`config.mk`:
```
export PLATFORM = sky130hd
export DESIGN_NAME = unpacker
export DESIGN_NICKNAME = d
export VERILOG_FILES = /design/src/rtl/unpacker_pkg.sv /design/src/rtl/unpacker.sv
export SDC_FILE = /design/constraint.sdc
export NUM_CORES = 1
export LEC_CHECK = 0
export ABC_CLOCK_PERIOD_IN_PS = 6000
export CORE_ASPECT_RATIO = 0.8
export CORE_MARGIN = 2
export CORE_UTILIZATION = 45
export CTS_BUF_LIST = sky130_fd_sc_hd__clkbuf_8
export DETAILED_ROUTE_END_ITERATION = 6
export HOLD_SLACK_MARGIN = 0.02
export PLACE_DENSITY = 0.78
export REMOVE_ABC_BUFFERS = 1
export SLEW_MARGIN = 20
export SYNTH_ARGS = -nofsm -noshare
export SYNTH_HDL_FRONTEND = slang
export SYNTH_SLANG_ARGS = --single-unit
```
`constraint.sdc`:
```
create_clock -name clk -period 6 [get_ports clk]
set_input_delay 1.5 -clock clk [delete_from_list [all_inputs] [get_ports clk]]
set_output_delay 1.5 -clock clk [all_outputs]
set_load 0.005 [all_outputs]
```
`src/rtl/unpacker_pkg.sv`:
```
// unpacker_pkg: shared width helper and buffer-depth derivation for the unpacker
package unpacker_pkg;
  function automatic int clog2(input int n);
    int r;
    r = 0;
    while ((1 << r) < n) r++;
    return r;
  endfunction
  function automatic int buff_size(input int in_chunks, input int out_chunks);
    return in_chunks + out_chunks - 1;
  endfunction
endpackage

```
`src/rtl/unpacker.sv`:
```
// unpacker: re-chunks IN-chunk input words into OUT-chunk output beats; UNPACKER_PKT_COUNT_EN adds o_pkts
module unpacker
  import unpacker_pkg::*;
#(
  parameter int IN  = 8,
  parameter int OUT = 3,
  parameter int W   = 8
) (
  input  logic                       clk,
  input  logic                       rst_n,
  input  logic                       i_val,
  output logic                       i_rdy,
  input  logic [W*IN-1:0]            i_data,
  input  logic [clog2(IN+1)-1:0]     i_cnt,
  input  logic                       i_last,
  output logic                       o_val,
  input  logic                       o_rdy,
  output logic [W*OUT-1:0]           o_data,
  output logic [clog2(OUT+1)-1:0]    o_cnt,
  output logic                       o_last
`ifdef UNPACKER_PKT_COUNT_EN
  ,
  output logic [15:0]                o_pkts
`endif
);
  localparam int BUFF = buff_size(IN, OUT);
  localparam int CW   = clog2(BUFF + IN + 1);
  localparam int OCW  = clog2(OUT + 1);
  logic [W*BUFF-1:0] chunks_q, chunks_d, in_ext;
  logic [W*IN-1:0]   in_mask;
  logic [CW-1:0]     v_q, v_d, pc, rem, icnt;
  logic              lp_q, lp_d, pop, push;
  // outputs come only from state; chunks above v are kept zero so o_data needs no mask
  always_comb begin
    o_val    = (v_q >= CW'(OUT)) || (lp_q && v_q != '0);
    o_cnt    = (v_q >= CW'(OUT)) ? OCW'(OUT) : OCW'(v_q);
    o_data   = chunks_q[W*OUT-1:0];
    o_last   = lp_q && (v_q <= CW'(OUT));
    pop      = o_val && o_rdy;
    pc       = pop ? CW'(o_cnt) : '0;
    rem      = v_q - pc;
    i_rdy    = !lp_q && (rem + CW'(IN) <= CW'(BUFF));
    push     = i_val && i_rdy;
    icnt     = (i_cnt == '0 || CW'(i_cnt) > CW'(IN) || !i_last) ? CW'(IN) : CW'(i_cnt);
    in_mask  = ~({(W*IN){1'b1}} << (icnt * W));
    in_ext   = '0;
    in_ext[W*IN-1:0] = i_data & in_mask;
    chunks_d = (chunks_q >> (pc * W)) | (push ? (in_ext << (rem * W)) : '0);
    v_d      = rem + (push ? icnt : '0);
    lp_d     = (push && i_last) || (lp_q && !(pop && o_last));
  end
  // buffer, occupancy and pending-last registers; reset discards any partial packet
  always_ff @(posedge clk or negedge rst_n) begin
    if (!rst_n) begin
      chunks_q <= '0;
      v_q      <= '0;
      lp_q     <= 1'b0;
    end else begin
      chunks_q <= chunks_d;
      v_q      <= v_d;
      lp_q     <= lp_d;
    end
  end
`ifdef UNPACKER_PKT_COUNT_EN
  logic [15:0] pkts_q, pkts_d;
  // count packet-ending pops, saturating at all ones
  always_comb pkts_d = (pop && o_last && pkts_q != 16'hFFFF) ? pkts_q + 16'd1 : pkts_q;
  // packet counter register
  always_ff @(posedge clk or negedge rst_n) begin
    if (!rst_n) pkts_q <= '0;
    else pkts_q <= pkts_d;
  end
  assign o_pkts = pkts_q;
`endif
endmodule

```
== After elaboration in Yosys (flattened, before gate mapping) ==
Index checks and enable logic that the tools add are counted.
Storage, ports and cells
  bits in registers: 86
  input bits: 73
  output and inout bits: 29
  logic and storage cells: 38
Cells by class
  add/subtract/negate cells: 3
  $lt $le $gt $ge: 4
  shift-type cells: 3
  mux-type cells: 5
  bitwise operators: 3
  reduce and logical (&&, ||, !) cells: 17
Operators with widths (number)
  80-bit two-way mux: 1
  80-bit bitwise OR: 1
  64-bit by 8-bit left shift with 80-bit output: 1
  80-bit by 5-bit right shift with 80-bit output: 1
  64-bit bitwise AND: 1
  64-bit NOT: 1
  64-bit by 7-bit left shift with 64-bit output, first input constant: 1
  1-bit logical AND: 8
  4-bit two-way mux: 2
  5-bit by 4-bit adder with 5-bit output: 1
  5-bit by 4-bit adder with 5-bit output, second input constant: 1
  5-bit by 2-bit >= comparator with 1-bit output, second input constant: 1
  5-bit by 2-bit <= comparator with 1-bit output, second input constant: 1
  5-bit by 4-bit <= comparator with 1-bit output, second input constant: 1
  5-bit nonzero test: 1
  5-bit by 2-bit subtractor with 5-bit output: 1
  4-bit greater-than comparator, second input constant: 1
  4-bit zero test: 1
  1-bit logical OR: 4
  2-bit two-way mux: 2
  1-bit zero test: 3

== Logic depth before layout (Yosys ltp) ==
Gate-level depths: netlist of the first run.
  depth in word-level cells: 12
  depth in mapped cells: 18

== Worst setup path after synthesis of the first run ==
No wires, ideal clock.
  path kind: in2out
  from: input o_rdy
  to: output i_rdy
  data arrival time: 3.955 ns
  path slack: 0.545 ns
  stages: 12
  cell sequence: clkbuf_1 -> o21ai_4 -> buf_2 -> buf_2 -> inv_1 -> ha_1 -> fa_1 -> xnor2_2 -> inv_2 -> a211o_1 -> mux2_2 -> nor2_1
Between the ends
  cells in the longest elaborated chain, start to end: 6
RTL lines
  from (decl): line unpacker.sv:17  | input logic o_rdy,
  1-bit logical AND: line unpacker.sv:39  | pop = o_val && o_rdy;
  2-bit two-way mux: line unpacker.sv:40  | pc = pop ? CW'(o_cnt) : '0;
  5-bit by 2-bit subtractor with 5-bit output: line unpacker.sv:41  | rem = v_q - pc;
  5-bit by 4-bit adder with 5-bit output: line unpacker.sv:42  | i_rdy = !lp_q && (rem + CW'(IN) <= CW'(BUFF));
  5-bit by 4-bit <= comparator with 1-bit output: line unpacker.sv:42
  1-bit logical AND: line unpacker.sv:42
  to (decl): line unpacker.sv:12  | output logic i_rdy,
Every way passes these cells.

== Worst setup path after layout of the first run ==
Ends and elaborated chain as after synthesis.

==> results of run 1 <==
synth_stat cells, types with 3 or more instances:
cell,n
inv_1,9
nor3_1,6
o21ai_0,34
o211ai_1,29
o2bb2ai_1,9
buf_2,16
mux2i_1,41
a221o_1,21
a22oi_1,18
a211o_1,4
a221oi_1,40
nand2b_1,20
buf_4,26
nand3_1,7
a22o_1,46
a21oi_1,14
dfrtp_1,86
and2_1,4
buf_1,3
clkbuf_1,29
nand2_1,58
nor2_1,18
o221ai_1,27
xor2_1,4
buf_6,4
ha_1,6
o31ai_1,8
nor4_1,4
mux2_2,14
a21o_1,3
nor3_2,3
sequential cells by signal, indices dropped and copies added, names as in the netlist:
signal / count
chunks_q: 80
v_q: 5
lp_q: 1
report_power, final:
part	switching (W)	internal, W	leakage (nW)	total [W]
Sequential	0.000201	0.000838	1.11	0.00104
Combinational	0.00167	0.00113	1.87	0.00280
Clock	0.000215	0.000212	0.108	0.000427
cell families after synthesis:
group,synth area share
simple gates,0.117
buf+inv,0.0786
mux,0.0911
flops,0.345
compound gates,0.340
fa+ha+maj,0.0185
xor+xnor,0.00963
area by class of cell:
class | count | area, sq um | area share
multi-input cells | 477 | 3610 | 0.486
flip-flops and latches | 86 | 2150 | 0.290
repair buffers | 125 | 1190 | 0.161
well taps | 180 | 225 | 0.0303
clock buffers | 11 | 151 | 0.0204
clock inverters | 5 | 50.0 | 0.00674
inverters | 12 | 45.0 | 0.00607
worst reg2reg max path, stage by stage (launching register included):
cell     delay (ns)
dfrtp_1        0.48
or3_1          0.54
o21ai_4        0.20
inv_1          0.06
ha_1           0.21
fa_1           0.46
xnor2_2        0.20
inv_2          0.08
a211o_1        0.28
mux2_2         0.28
buf_4          0.15
nor4_1         0.43
ha_1           0.33
a21o_1         0.15
a21oi_1        0.17
xnor2_1        0.13
final timing paths:
check | end | depth (start not counted) | slack (ns)
max | i_rdy | 11 | 0.27
min | chunks_q[57] | 2 | 0.54
max reg2reg | v_q[3] | 15 | 1.77
min reg2reg | chunks_q[57] | 2 | 0.54
max in group asynchronous | v_q[4] | 1 | 4.25
min in group asynchronous | chunks_q[12] | 1 | 1.18
through the flow:
step           power [W]  instances  utilization  TNS, ns
4_1_cts          0.00419        896        0.547        0
2_1_floorplan    0.00271        575            -   -40.10
3_5_place_dp     0.00375        880        0.533        0
3_3_place_gp     0.00369        880        0.533        0
5_1_grt          0.00452        896        0.548        0
6_report         0.00427        896        0.548        0
per-layer routing:
metal | part of all wire | global-route usage | vias to the layer above
li1 | - | - | 2697
met1 | 0.41 | 0.373 | 2903
met2 | 0.43 | 0.447 | 388
met3 | 0.11 | 0.0751 | 77
met4 | 0.036 | 0.129 | 0
met5 | 0 | 0 | -
==> out/qor.yml, run 1 <==
clockBufferDepth: 2
hpwl_um: 13400
htreeDepth: 3
cp_cell_sequence: "clkdlybuf4s50_1 -> o21ai_4 -> inv_1 -> ha_1 -> fa_1 -> xnor2_2 -> inv_2 -> a211o_1 -> mux2_2 -> nor2_1 -> clkdlybuf4s50_1"
fill_cells: 1219
rsz0062_at_grt: "no"
fp.dieW_um: 136
clk_latency_ns: 0.37
period_share: 0.955
final.setup_skew_ns: 0.00835
setup_viol: 0
hold_viol: 0
numCtsBuffers: 9
synth_top_area_share: 0.345
setup.worst_path.class: "in -> out"
crit_family: "buffers and inverters"
mostFrequentLayoutCell: "clkdlybuf4s50_1"
yosys_register_bits: 86
diodes: 0
area_delta_synth_final_pct: 19.0
cp_common_cell: "clkdlybuf4s50_1"
root_buffer: "clkbuf_8"
fmax_mhz: 174
ir_drop_mv: 0.487
routed_via_density: 6.77
powerDensity_nw_per_um2: 575
hp-start: "chunks_q[57]"
yosysSeqAreaShare: 0.345
grt_max_degree: 87
cts.sinks: 86
cpPeakStageDelay_ns: 0.50
die-height_um: 109
hold_buffers: 0
postCtsSetupBuffers: 0
rows: 38
r2r_start: "v_q[2]"
drtAntennaViolNets: 0
period_minus_slack_ns: 5.73
relSlewSlack: 0.189
route.detailed.drc: 18
async_flop_share: 1.00
place_congestion: 0.915
worst_setup_path_end_kind: "output pin"
worst-path-buf-inv: 4
grt_pass1_wl_um: 32400
outcome: "complete, but fails checks"
postLayoutCellArea_sq_um: 7420
min_path_type: "reg -> reg"
core_area_sq_um: 13600
syn_area_per_cell_sq_um: 9.54
grt.total_usage: 0.286
yosysUniqueCellTypes: 66
clkTransAtPathRegs_ns: 0.09
crit_slowest_cell: "clkdlybuf4s50_1"
yosys_warnings: 0
antenna_found_initial: 0
drt-initial-drc-count: 614
syn_area_sq_um: 6240
final_layout_size_suffix_gt1_frac: 0.0992
worst_slack_ns: 0.267
layout_common_cells: "100 x clkdlybuf4s50_1, 86 x dfrtp_1, 58 x nand2_1"
start_kind: "input pin"
first_pass_iters: 7
synth_top_area_cell: "dfrtp_1"
total_leakage_power_nw: 3.09
port_buffers: 101
grt_pass1_vias: 6017
worstMarginPinSlew_ns: 1.21
critPathLaunch: "o_rdy"
synth.area.top_cells: "dfrtp_1 34%, mux2i_1 6.6%, a22o_1 6.5%, a221oi_1 5.6%, o221ai_1 3.8%"
cts_tree: "done"
initial_utilization: 0.460
synthCells: 654
overflow: 0
dieArea_sq_um: 14800
max_cap_violations: 0
dpl_cell_area_sq_um: 7220
synth-edff-count: 0
worstPathArrival_ns: 4.23
dp_slack_ns: 0.262
post_cts_resized: 0
violations: "design-rule violations"
nets: 792
routedWlPerCell_um: 23.2
ys.flop_type: "dfrtp_1"
drv_slew: 0
wirelength_um: 20800
num_vias: 6065
whs_ns: 0.544
ioPinCount: 102
worstPathRequired_ns: 4.50
cp_max_fo: 3
Power figures use the tool's default switching activity.
==> inputs of run 2 (changes only) <==
--- a/config.mk
+++ b/config.mk
@@ -6,6 +6,7 @@
 export NUM_CORES = 1
 export LEC_CHECK = 0
 export ABC_CLOCK_PERIOD_IN_PS = 6000
+export CAP_MARGIN = 20
 export CORE_ASPECT_RATIO = 0.8
 export CORE_MARGIN = 2
 export CORE_UTILIZATION = 45
==> results of run 2 <==
No change in the layout: final DEF, timing and power equal those of run 1.
